--- src/rtl/branch_sequencer.sv ---
// Branch resolution sequencer: accepts a decoded branch, waits for its
// operands, resolves the condition and issues a one-cycle redirect/flush.
// Optional delay-slot support is enabled with `define BRANCH_DELAY_SLOT_EN.
module branch_sequencer (
  input  logic        clk,
  input  logic        rst,
  input  logic        br_valid,
  input  logic [2:0]  br_type,
  input  logic [31:0] br_pc,
  input  logic [15:0] br_imm,
  input  logic [31:0] op_a,
  input  logic [31:0] op_b,
  input  logic        op_ready,
  input  logic        slot_done,
  input  logic        cnt_clr,
  output logic        br_ready,
  output logic        stall,
  output logic        redirect,
  output logic [31:0] redirect_pc,
  output logic        flush,
  output logic [15:0] taken_cnt,
  output logic [15:0] ntaken_cnt
);

  localparam int unsigned DataW = 32;
  localparam int unsigned ImmW  = 16;
  localparam int unsigned CntW  = 16;
  localparam int unsigned TypeW = 3;

  // Branch type encoding shared with decode
  localparam logic [TypeW-1:0] BR_NONE = 3'd0;
  localparam logic [TypeW-1:0] BR_BEQ  = 3'd1;
  localparam logic [TypeW-1:0] BR_BNE  = 3'd2;
  localparam logic [TypeW-1:0] BR_BLEZ = 3'd3;
  localparam logic [TypeW-1:0] BR_BGTZ = 3'd4;
  localparam logic [TypeW-1:0] BR_BLTZ = 3'd5;
  localparam logic [TypeW-1:0] BR_BGEZ = 3'd6;

  localparam logic [CntW-1:0] CntMax = '1;

  typedef enum logic [2:0] {
    IDLE     = 3'd0,
    WAIT_OPS = 3'd1,
    RESOLVE  = 3'd2,
    REDIRECT = 3'd3
`ifdef BRANCH_DELAY_SLOT_EN
    ,
    SLOT     = 3'd4
`endif
  } state_t;

  state_t            state;
  state_t            nextState;
  logic [TypeW-1:0]  latType;
  logic [DataW-1:0]  latPc;
  logic [ImmW-1:0]   latImm;
  logic [DataW-1:0]  latA;
  logic [DataW-1:0]  latB;
  logic              loadBr;
  logic              loadOps;
  logic              resolveNow;
  logic              taken;
  logic [DataW-1:0]  target;

`ifndef BRANCH_DELAY_SLOT_EN
  // slot_done has no meaning without delay-slot support
  logic unusedSlotDone;
  assign unusedSlotDone = slot_done;
`endif

  // Branch condition on latched operands (signed compares against zero)
  always_comb begin
    taken = 1'b0;
    case (latType)
      BR_BEQ:  taken = (latA == latB);
      BR_BNE:  taken = (latA != latB);
      BR_BLEZ: taken = ($signed(latA) <= 32'sd0);
      BR_BGTZ: taken = ($signed(latA) >  32'sd0);
      BR_BLTZ: taken = ($signed(latA) <  32'sd0);
      BR_BGEZ: taken = ($signed(latA) >= 32'sd0);
      default: taken = 1'b0;
    endcase
  end

  // Target = pc + 4 + sext(imm) * 4, wrapping mod 2^32
  always_comb begin
    target = latPc + DataW'(4) + {{(DataW-ImmW-2){latImm[ImmW-1]}}, latImm, 2'b00};
  end

  // Next-state and datapath load strobes
  always_comb begin
    nextState  = state;
    loadBr     = 1'b0;
    loadOps    = 1'b0;
    resolveNow = 1'b0;
    case (state)
      IDLE: begin
        if (br_valid && (br_type != BR_NONE)) begin
          loadBr = 1'b1;
          if (op_ready) begin
            loadOps   = 1'b1;
            nextState = RESOLVE;
          end else begin
            nextState = WAIT_OPS;
          end
        end
      end
      WAIT_OPS: begin
        if (op_ready) begin
          loadOps   = 1'b1;
          nextState = RESOLVE;
        end
      end
      RESOLVE: begin
        resolveNow = 1'b1;
        if (taken) begin
`ifdef BRANCH_DELAY_SLOT_EN
          nextState = SLOT;
`else
          nextState = REDIRECT;
`endif
        end else begin
          nextState = IDLE;
        end
      end
`ifdef BRANCH_DELAY_SLOT_EN
      SLOT: begin
        if (slot_done) nextState = REDIRECT;
      end
`endif
      REDIRECT: nextState = IDLE;
      default:  nextState = IDLE;
    endcase
  end

  // State register, latched branch fields and registered control outputs
  always_ff @(posedge clk) begin
    if (rst) begin
      state       <= IDLE;
      latType     <= BR_NONE;
      latPc       <= '0;
      latImm      <= '0;
      latA        <= '0;
      latB        <= '0;
      br_ready    <= 1'b1;
      stall       <= 1'b0;
      redirect    <= 1'b0;
      flush       <= 1'b0;
      redirect_pc <= '0;
    end else begin
      state <= nextState;
      if (loadBr) begin
        latType <= br_type;
        latPc   <= br_pc;
        latImm  <= br_imm;
      end
      if (loadOps) begin
        latA <= op_a;
        latB <= op_b;
      end
      br_ready <= (nextState == IDLE);
      stall    <= (nextState != IDLE);
      redirect <= (nextState == REDIRECT);
      flush    <= (nextState == REDIRECT);
      if (nextState == REDIRECT) redirect_pc <= target;
    end
  end

  // Saturating statistics counters; clear wins over a same-cycle increment
  always_ff @(posedge clk) begin
    if (rst || cnt_clr) begin
      taken_cnt  <= '0;
      ntaken_cnt <= '0;
    end else if (resolveNow) begin
      if (taken && (taken_cnt != CntMax))       taken_cnt  <= taken_cnt + CntW'(1);
      if (!taken && (ntaken_cnt != CntMax))     ntaken_cnt <= ntaken_cnt + CntW'(1);
    end
  end

endmodule

--- config.mk ---
export PLATFORM = sky130hd
export DESIGN_NAME = branch_sequencer
export DESIGN_NICKNAME = d
export VERILOG_FILES = /design/src/rtl/branch_sequencer.sv
export SDC_FILE = /design/constraint.sdc
export NUM_CORES = 1
export LEC_CHECK = 0
export CELL_PAD_IN_SITES_DETAIL_PLACEMENT = 1
export CELL_PAD_IN_SITES_GLOBAL_PLACEMENT = 2
export CORE_ASPECT_RATIO = 0.6
export CORE_MARGIN = 4
export CORE_UTILIZATION = 30
export DETAILED_ROUTE_END_ITERATION = 7
export PLACE_DENSITY_LB_ADDON = 0.15
export SYNTH_ARGS = -nofsm -noshare
export SYNTH_HDL_FRONTEND = slang
export SYNTH_SLANG_ARGS = --single-unit
--- constraint.sdc ---
create_clock -name clk -period 4 [get_ports clk]
set_input_delay 1.2 -clock clk [delete_from_list [all_inputs] [get_ports clk]]
set_output_delay 1.2 -clock clk [all_outputs]
set_load 0.05 [all_outputs]
### After elaboration in Yosys (flattened, before gate mapping)

Cells that the tools add are included.

| cells by class | value |
|---|---|
| $add $sub $neg | 4 |
| magnitude comparators | 4 |
| equal/unequal tests | 13 |
| multiplexer cells | 12 |
| reduce and logical (&&, ||, !) cells | 11 |

Operators by type and width:

| operator | number |
|---|---|
| 16-bit by 1-bit adder with 16-bit output (second input constant) | 2 |
| 32-bit by 3-bit adder with 32-bit output (second input constant) | 1 |
| 32-bit adder | 1 |
| 32-bit == test | 1 |
| 32-bit by 1-bit >= comparator with 1-bit output (second input constant) | 1 |
| 32-bit by 1-bit greater-than comparator with 1-bit output (second input constant) | 1 |
| 32-bit by 1-bit less-or-equal comparator with 1-bit output (second input constant) | 1 |
| 32-bit by 1-bit < comparator with 1-bit output (second input constant) | 1 |
| 16-bit != test (second input constant) | 2 |
| 32-bit != test | 1 |
| 3-bit by 2-bit == test with 1-bit output (second input constant) | 4 |
| 3-bit == test (second input constant) | 3 |
| 3-bit one-hot mux with 3 select lines | 1 |
| 3-bit by 1-bit == test with 1-bit output (second input constant) | 2 |
| 3-bit logical NOT | 2 |
| 3-bit 2-to-1 mux | 2 |
| 1-bit one-hot mux with 6 select lines | 1 |
| 3-bit nonzero test | 2 |
| 1-bit 2-to-1 mux | 5 |
| 2-bit 2-to-1 mux | 2 |
| 2-bit AND reduction | 2 |
| 1-bit logical AND | 3 |
| 1-bit one-hot mux with 2 select lines | 1 |
| 1-bit logical NOT | 1 |
| 1-bit logical OR | 1 |

| word-level totals | value |
|---|---|
| bits in registers | 185 |
| input port bits | 121 |
| output and inout bits | 68 |
| word-level logic and storage cells | 56 |

### Logic depth before layout (Yosys ltp)

| depth | value |
|---|---|
| depth in word-level cells | 5 |
| mapped depth | 13 |
| gate-level depth less buffers | 13 |

### Worst setup path after synthesis

Ideal clock, no wire load.

| path | value |
|---|---|
| path kind | flip-flop to flip-flop |
| from | register latPc[9] |
| to | register redirect_pc[28] |
| setup time | 0.122 ns |
| arrival | 2.932 ns |
| required time | 3.878 ns |
| path slack | 0.946 ns |
| cell stages (with the launch flop) | 11 |
| path buffers | 0 |
| period minus slack after synthesis | 3.054 ns |
| cells stage by stage | dfxtp_1 ha_1 ha_1 a2111oi_0 o21ai_0 a32oi_1 a221oi_1 o41ai_1 o21ai_0 mux2i_1 a311o_1 |

| between the ends | value |
|---|---|
| word-level cells in the longest chain between the ends | 2 |

Ends and longest elaborated chain:

| item | line | text |
|---|---|---|
| start: declaration | 55 | `logic [DataW-1:0] latPc;` |
| start signal: assignment | 154 | `latPc <= br_pc;` |
| 32-bit by 3-bit adder with 32-bit output | 87 | `target = latPc + DataW'(4) + {{(DataW-ImmW-2){latImm[ImmW-1]}}, latImm, 2'b00};` |
| 32-bit adder | 87 |  |
| end signal: assignment | 165 | `if (nextState == REDIRECT) redirect_pc <= target;` |
| end: declaration | 19 | `output logic [31:0] redirect_pc,` |

No other way between the ends.
A chain may end at the register's enable or synchronous reset.

### Worst setup path after layout

| path | value |
|---|---|
| from | register latPc[3] |
| to | register redirect_pc[31] |

Same word-level chain as after synthesis.

==> flow_summary.toml <==
[die]
fp.dieH_um = 142.8
rows = 49
boundaryPins = 189
dieArea_um2 = 33210
coreArea_um2 = 29860
fp.dieW_um = 232.6
start_util_pct = 30.42

[cells_and_area]
nNetsFinal = 1463
final_area_um2 = 12000
drive_above_1_share_pct = 4.710
antenna_cells = 0
syn2layout_area_growth_pct = 32.16
stdcell_count = 1703

[synth]
synth-xor-area-share_pct = 7.041
yosys.area_share.adder_pct = 8.349
syn_inst = 1119
yosysWarnings = 0
async_reset_ff_share_pct = 0
synth_edf_count = 0
synth_simple_gate_area_share_pct = 23.15
synthMuxAreaShare_pct = 2.976
synth_top_family_by_area = "simple AND/OR/NAND/NOR gates"
avgSynthCellArea_um2 = 8.115
synth_nets = 1300
ys_seq_area_share_pct = 40.78
yosysUniqueCellTypes = 59
synth-compound-area-share_pct = 14.59
synth-seq-cells = 185
synth_area_um2 = 9081
yosys-top-cells-area = "dfxtp_1 (41%), nand2_1 (11%), ha_1 (8.1%), a21oi_1 (7.8%), xor2_1 (4.1%)"
synth.most_common_cell = "nand2_1"
synth_top_area_share_pct = 40.78
synthFlopType = "dfxtp_1"
ys_top_cells_by_count = "nand2_1 (265), dfxtp_1 (185), a21oi_1 (141)"
synth_area_leader_cell = "dfxtp_1"

[power_and_ir_drop]
fin_total_pwr_mw = 4.196
cellPowerDensity_nw_per_um2 = 349.6
peakVddDrop_mv = 0.2372
leakagePower_nw = 4.748

[clock_tree]
cts.sinks = 185
cts_tree = "yes"
post_cts_buffers = 0
cts_buffer_depth = 2
cts_hold_buf = 0
clk-insertion-delay-late_ns = 0.45
clock_tree.root_cell = "clkbuf_16"
htree_levels = 4
cts_resized = 0
cts_made_buffers = 17
clk_pin_slew_ns = 0.07

[placed_design]
dp.cells = 1671
hpwl_um = 21890
io_buffers = 187
placed_cell_area_um2 = 11400
gp_congestion = 0.7619

[global_routing]
gr-usage-met3_pct = 3.947
grt_max_degree = 65
grt.overflow.total = 0
gr-usage-met1_pct = 27.00
grt_pass1_wl_um = 46950
grt_pass1_vias = 8355
grt_busiest_layer = "met1"
track_usage_pct = 17.81
antenna_found_initial = 1
use_met2_pct = 25.91

[worst_setup_path]
path_class = "reg2reg"
slowest_delay_ns = 0.47
reg2reg_depth = 11
crit_family = "compound AO/OA/AOI/OAI gates"
cp.required_ns = 4.34
crit_chain = "ha_1 > ha_1 > fa_1 > a211oi_1 > o211a_1 > o211ai_1 > a41oi_1 > o221ai_1 > a41o_1 > or3_1 > o311ai_0"
cp_max_fo = 3
crit_top_cell = "ha_1"
cp.arrival_ns = 3.95
crit_path_start_kind = "flip-flop"
end_kind = "flip-flop"
slowest_stage = "a41oi_1"
cp.depth = 11
path_buf_inv = 0

[timing]
whs_ns = 0.4564
fin_skew_ns = 0.01601
rsz0062_at_grt = "no"
drv_slew = 0
period_share_pct = 90.36
max_slew.worst_pin.slew_ns = 0.7073
finalHoldViolations = 0
setup-tns-final_ns = 0
setup_violations = 0
slew_headroom_pct = 52.85
clock.fmax_mhz = 276.7
fin_crit_ns = 3.614

[detailed_routing]
via_per_inst = 4.885
drc_errors = 0
initialDrtViolationCount = 408
ant_nets = 0
wl_per_cell_um = 17.23
vias = 8320
wl_um = 29340
drt_first_pass_iters = 5

[worst_hold_path]
hold_depth = 2
hold_class = "reg2reg"

[run_status]
status = "completed"

[run]
drv_cap = 0
-- final timing paths --
| check | startpoint | end | slack (ns) |
|---|---|---|---|
| min | latImm[0] | latImm[0] | 0.46 |
| max | latPc[3] | redirect_pc[31] | 0.39 |
| min reg2reg | latImm[0] | latImm[0] | 0.46 |
| max reg2reg | latPc[3] | redirect_pc[31] | 0.39 |
-- flip-flops by register name (all words and copies together) (netlist names) --
name,count
taken_cnt,16
latB,32
flush,1
stall,1
ntaken_cnt,16
latImm,16
br_ready,1
latType,3
redirect_pc,32
latA,32
latPc,32
state,3
-- layout make-up --
type,instances,area (um^2)
repair buffers,204,2009
well taps,408,510.5
multi-input cells,863,5137
clock inverters,14,160.2
flip-flops and latches,185,3704
inverters,11,41.29
fillers,3559,17860
clock buffers,18,439.2
-- cells by family after synthesis --
group / after synthesis
flops: 185
buf+inv: 71
mux: 27
simple gates: 474
fa+ha+maj: 60
other cells: 1
compound gates: 228
xor+xnor: 73
-- where the power goes --
| group | switching, mW | internal, mW |
|---|---|---|
| Combinational | 0.260 | 0.222 |
| Sequential | 0.0378 | 1.89 |
| Clock | 0.832 | 0.955 |
| Total | 1.13 | 3.07 |
-- layout by cell type (no fill, tap or decap), drive strengths merged, types with 24 or more instances in the layout --
master,count
a21oi,141
clkdlybuf4s50,186
nand3,24
ha,59
nand2,265
xor2,42
nor2,77
mux2i,27
dfxtp,185
xnor2,31
o21ai,25
-- per-layer routing --
layer / vias to the layer above / routed length [um]
li1: 4207 / -
met1: 3988 / 15760
met2: 111 / 12320
met3: 12 / 1052
met4: 2 / 186
met5: - / 13
-- per-stage QoR --
stage | setup WS [ns] | utilization, %
6_report | 0.3857 | 40.20
5_1_grt | 0.1647 | 40.20
4_1_cts | 0.3833 | 40.20
3_5_place_dp | 0.4100 | 38.19
3_3_place_gp | 0.4347 | 38.19
2_1_floorplan | 0.9461 | -
-- worst min-delay path: stages, from the launching register on --
cell,delay [ns]
dfxtp_1,0.31
nand2_1,0.05
a21oi_1,0.05
Power figures use the tool's default switching activity.
==> RTL edit 1: new RTL, config.mk and constraints unchanged <==
Register the output `redirect_pc` once more; this adds one clock of latency there. The other outputs are not delayed to match.
--- a/src/rtl/branch_sequencer.sv
+++ b/src/rtl/branch_sequencer.sv
@@ -49,4 +49,6 @@
 `endif
   } state_t;
+
+  logic [31:0] redirect_pc_s0;
 
   state_t            state;
@@ -147,5 +149,5 @@
       redirect    <= 1'b0;
       flush       <= 1'b0;
-      redirect_pc <= '0;
+      redirect_pc_s0 <= '0;
     end else begin
       state <= nextState;
@@ -163,5 +165,5 @@
       redirect <= (nextState == REDIRECT);
       flush    <= (nextState == REDIRECT);
-      if (nextState == REDIRECT) redirect_pc <= target;
+      if (nextState == REDIRECT) redirect_pc_s0 <= target;
     end
   end
@@ -178,4 +180,8 @@
   end
 
+  always_ff @(posedge clk) begin
+    redirect_pc <= redirect_pc_s0;
+  end
+
 endmodule
 
Function: changed (Yosys sat finds a counterexample within 4 cycles, from zero or initial values and one cycle with rst high).
==> RTL edit 1 against the unedited design <==
Sequential cell count up 32; sequential power up 17%; final area up 5.8%; clock skew about the same; worst setup slack better by 0.15 ns; global-route usage down 1.3 points; wire length up 1.0%; power up 16%; synthesized area up 6.2%; critical path type unchanged; largest cell class unchanged.
==> RTL edit 1: results <==
[outcome]
outcome = "completed"

[critical_path]
crit_fanout = 5
r2r_slack_ns = 0.53
cpPeakStageDelay_ns = 0.44
critPathArrivalTime_ns = 3.85
cp_slowest_cell = "fa_1"

[drt]
highest_layer = "met4"
drtPass1Iterations = 4
vias_per_cell = 4.84
drt_wl_total_um = 29600
wl_met1_um = 16200
wl_met3_um = 1200

[logic_synthesis]
synth_seq_area_share_pct = 45.0
synthTopCellsByCount = "nand2_1, dfxtp_1, a21oi_1, nor2_1, ha_1"
ys_types = 60
synthTopCellsByArea = "dfxtp_1, nand2_1, ha_1"
syn_nets = 1297

[placed_design]
dp_hpwl_um = 21600
routabilityCongestion = 0.767

[cells_and_area]
fillCellCount = 3653
nets = 1469

[global_routing]
grt_pass1_vias = 8472
grt_usage_pct = 16.5
grt_antenna_before_repair = 0
grt_max_degree = 117

[clocking]
cts_max_path_buffers = 3
numCtsBuffers = 23
h-tree-depth = 1
clkLatencyLatePin_ns = 0.52

[power_and_ir_drop]
peakVddDrop_uv = 236

[sta]
fin_skew_ns = 0.0158
relSlewSlack_pct = 50.4
RTL edit 1: changes by cell type after synthesis, moves of 4 or more:
| cell | change |
|---|---|
| dfxtp_1 | +32 |
| nand4_1 | +14 |
| a21o_1 | +4 |
| clkbuf_1 | -9 |
| nand2_1 | -16 |
| o21ai_0 | -15 |
| buf_1 | -6 |
| buf_2 | +9 |
| nand2b_1 | -6 |
| or3_1 | -8 |
| xor2_1 | -11 |
| or4_1 | -4 |
| nor4_1 | -11 |
| xnor2_1 | +23 |
RTL edit 1: cell families after synthesis:
logic type,share of synthesized area (%)
xor+xnor,7.72
compound gates,13.6
simple gates,20.3
buf+inv,2.78
flops,45.0
fa+ha+maj,7.86
other cells,0.0389
mux,2.70
RTL edit 1: report_power, final:
| part | switching, mW | internal, mW |
|---|---|---|
| sequential | 0.0392 | 2.21 |
| clock | 0.890 | 1.21 |
| combinational | 0.270 | 0.236 |
RTL edit 1: cell type report:
type | instances | area (um^2) | area share [%]
clock buffer | 32 | 659 | 5.19
timing repair buffer | 201 | 2000 | 15.7
inverter | 12 | 45.0 | 0.355
multi-input combinational | 833 | 5060 | 39.9
sequential | 217 | 4340 | 34.2
clock inverter | 8 | 70.1 | 0.552
tap | 416 | 520 | 4.10
RTL edit 1: metrics by stage:
step,std cells,area (um^2),worst slack [ns],hold slack [ns]
finish,1719,12700,0.532,0.349
global route,1719,12700,0.114,0.346
CTS,1719,12700,0.503,0.349
detailed placement,1679,12000,0.534,0.332
global placement,1679,12000,0.604,0.332
floorplan,1116,9640,0.869,0.323
RTL edit 1: path summary, 6_finish.rpt:
check,from,end,depth (start not counted)
min reg2reg,redirect_pc_s0[2],redirect_pc[2],0
min,redirect_pc_s0[2],redirect_pc[2],0
max,latPc[3],redirect_pc_s0[31],13
max reg2reg,latPc[3],redirect_pc_s0[31],13
RTL edit 1: routing by layer:
metal  GRT usage [%]  vias up
li1                -     4177
met1            26.0     3986
met2            23.7      126
met3            3.10       26
met4            2.49        0
met5               0        -
==> RTL edit 2: new RTL, same settings <==
Without the edit above. Build with the macro `BRANCH_DELAY_SLOT_EN` defined.
--- a/src/rtl/branch_sequencer.sv
+++ b/src/rtl/branch_sequencer.sv
@@ -2,4 +2,6 @@
 // operands, resolves the condition and issues a one-cycle redirect/flush.
 // Optional delay-slot support is enabled with `define BRANCH_DELAY_SLOT_EN.
+`define BRANCH_DELAY_SLOT_EN
+
 module branch_sequencer (
   input  logic        clk,
Function: changed (Yosys sat finds a counterexample within 4 cycles, from zero or initial values and one cycle with rst high).
==> RTL edit 2 against the unedited design <==
Sequential share of layout area rose by 0.16 points; highest routed layer unchanged; power is 4.6% higher; wire length is 0.47% higher; largest cell class unchanged; sequential cell count stayed put; fmax rose by 2.6%; global-route usage grew 0.38 points; synthesized area shrank 1.3%; final area fell by 0.52%; worst setup slack better by 0.092 ns.
==> RTL edit 2: results <==
[drt]
dr_wl_met2_um = 12200
drtIter0Drc = 428
drtPass1Iterations = 4
vias = 8250
wl_met3_um = 1190

[logic_synthesis]
synthMuxAreaShare_pct = 0.335

[worst_hold_path]
min_from = "redirect_pc[18]"

[critical_path]
r2r_slack_ns = 0.48
cp_slowest_cell = "a2111oi_1"
reg2reg_to = "redirect_pc[30]"

[global_routing]
gr-usage-met2_pct = 25.9
use_met3_pct = 4.45
grt_usage_pct = 18.2
grt_pass1_vias = 8410
grtUsageMet1_pct = 27.7

[placed_design]
routabilityCongestion = 0.822
dp_hpwl_um = 22200

[cells_and_area]
diodes = 2
multi_input_area_share_pct = 41.6
seq_cells = 185
inv_count = 24
clkbuf_count = 17
nets = 1480
clock_area_share_pct = 4.94
fillCellCount = 3522

[power_and_ir_drop]
peakVddDrop_uv = 204
pg_seq_mw = 1.98
power_frac_seq_pct = 45.1
leakagePower_nw = 4.45
switching_share_pct = 29.0

[outcome]
outcome = "completed"

[sta]
fin_skew_ns = 0.00821
relSlewSlack_pct = 35.7
[RTL edit 2: changes by cell type after synthesis, sizes merged, moves of 7 or more]
cell and delta:
xnor2 +26, inv +13, nand4 +13, nor4 -9
mux2i -24, xor2 -26, nand2 +37, a21oi +42
a21o -7, nor2 -30
[RTL edit 2: cell families after synthesis]
| group | count (synthesis) |
|---|---|
| AND/OR/NAND/NOR | 463 |
| AO/OA/AOI/OAI | 264 |
| flip-flops | 185 |
| buffers and inverters | 84 |
| XOR/XNOR | 73 |
| adder cells (fa/ha/maj) | 60 |
| multiplexers | 3 |
[RTL edit 2: stage by stage]
stage	setup WS [ns]	util [%]	hold slack, ns	cells	instance area [um^2]
after global routing	0.0479	41.1	0.475	1713	11900
after global placement	0.637	39.0	0.440	1680	11300
after CTS	0.380	41.1	0.456	1712	11900
final	0.477	41.1	0.452	1714	11900
after floorplan	0.595	-	0.432	1132	8970
after detailed placement	0.404	39.0	0.444	1680	11300
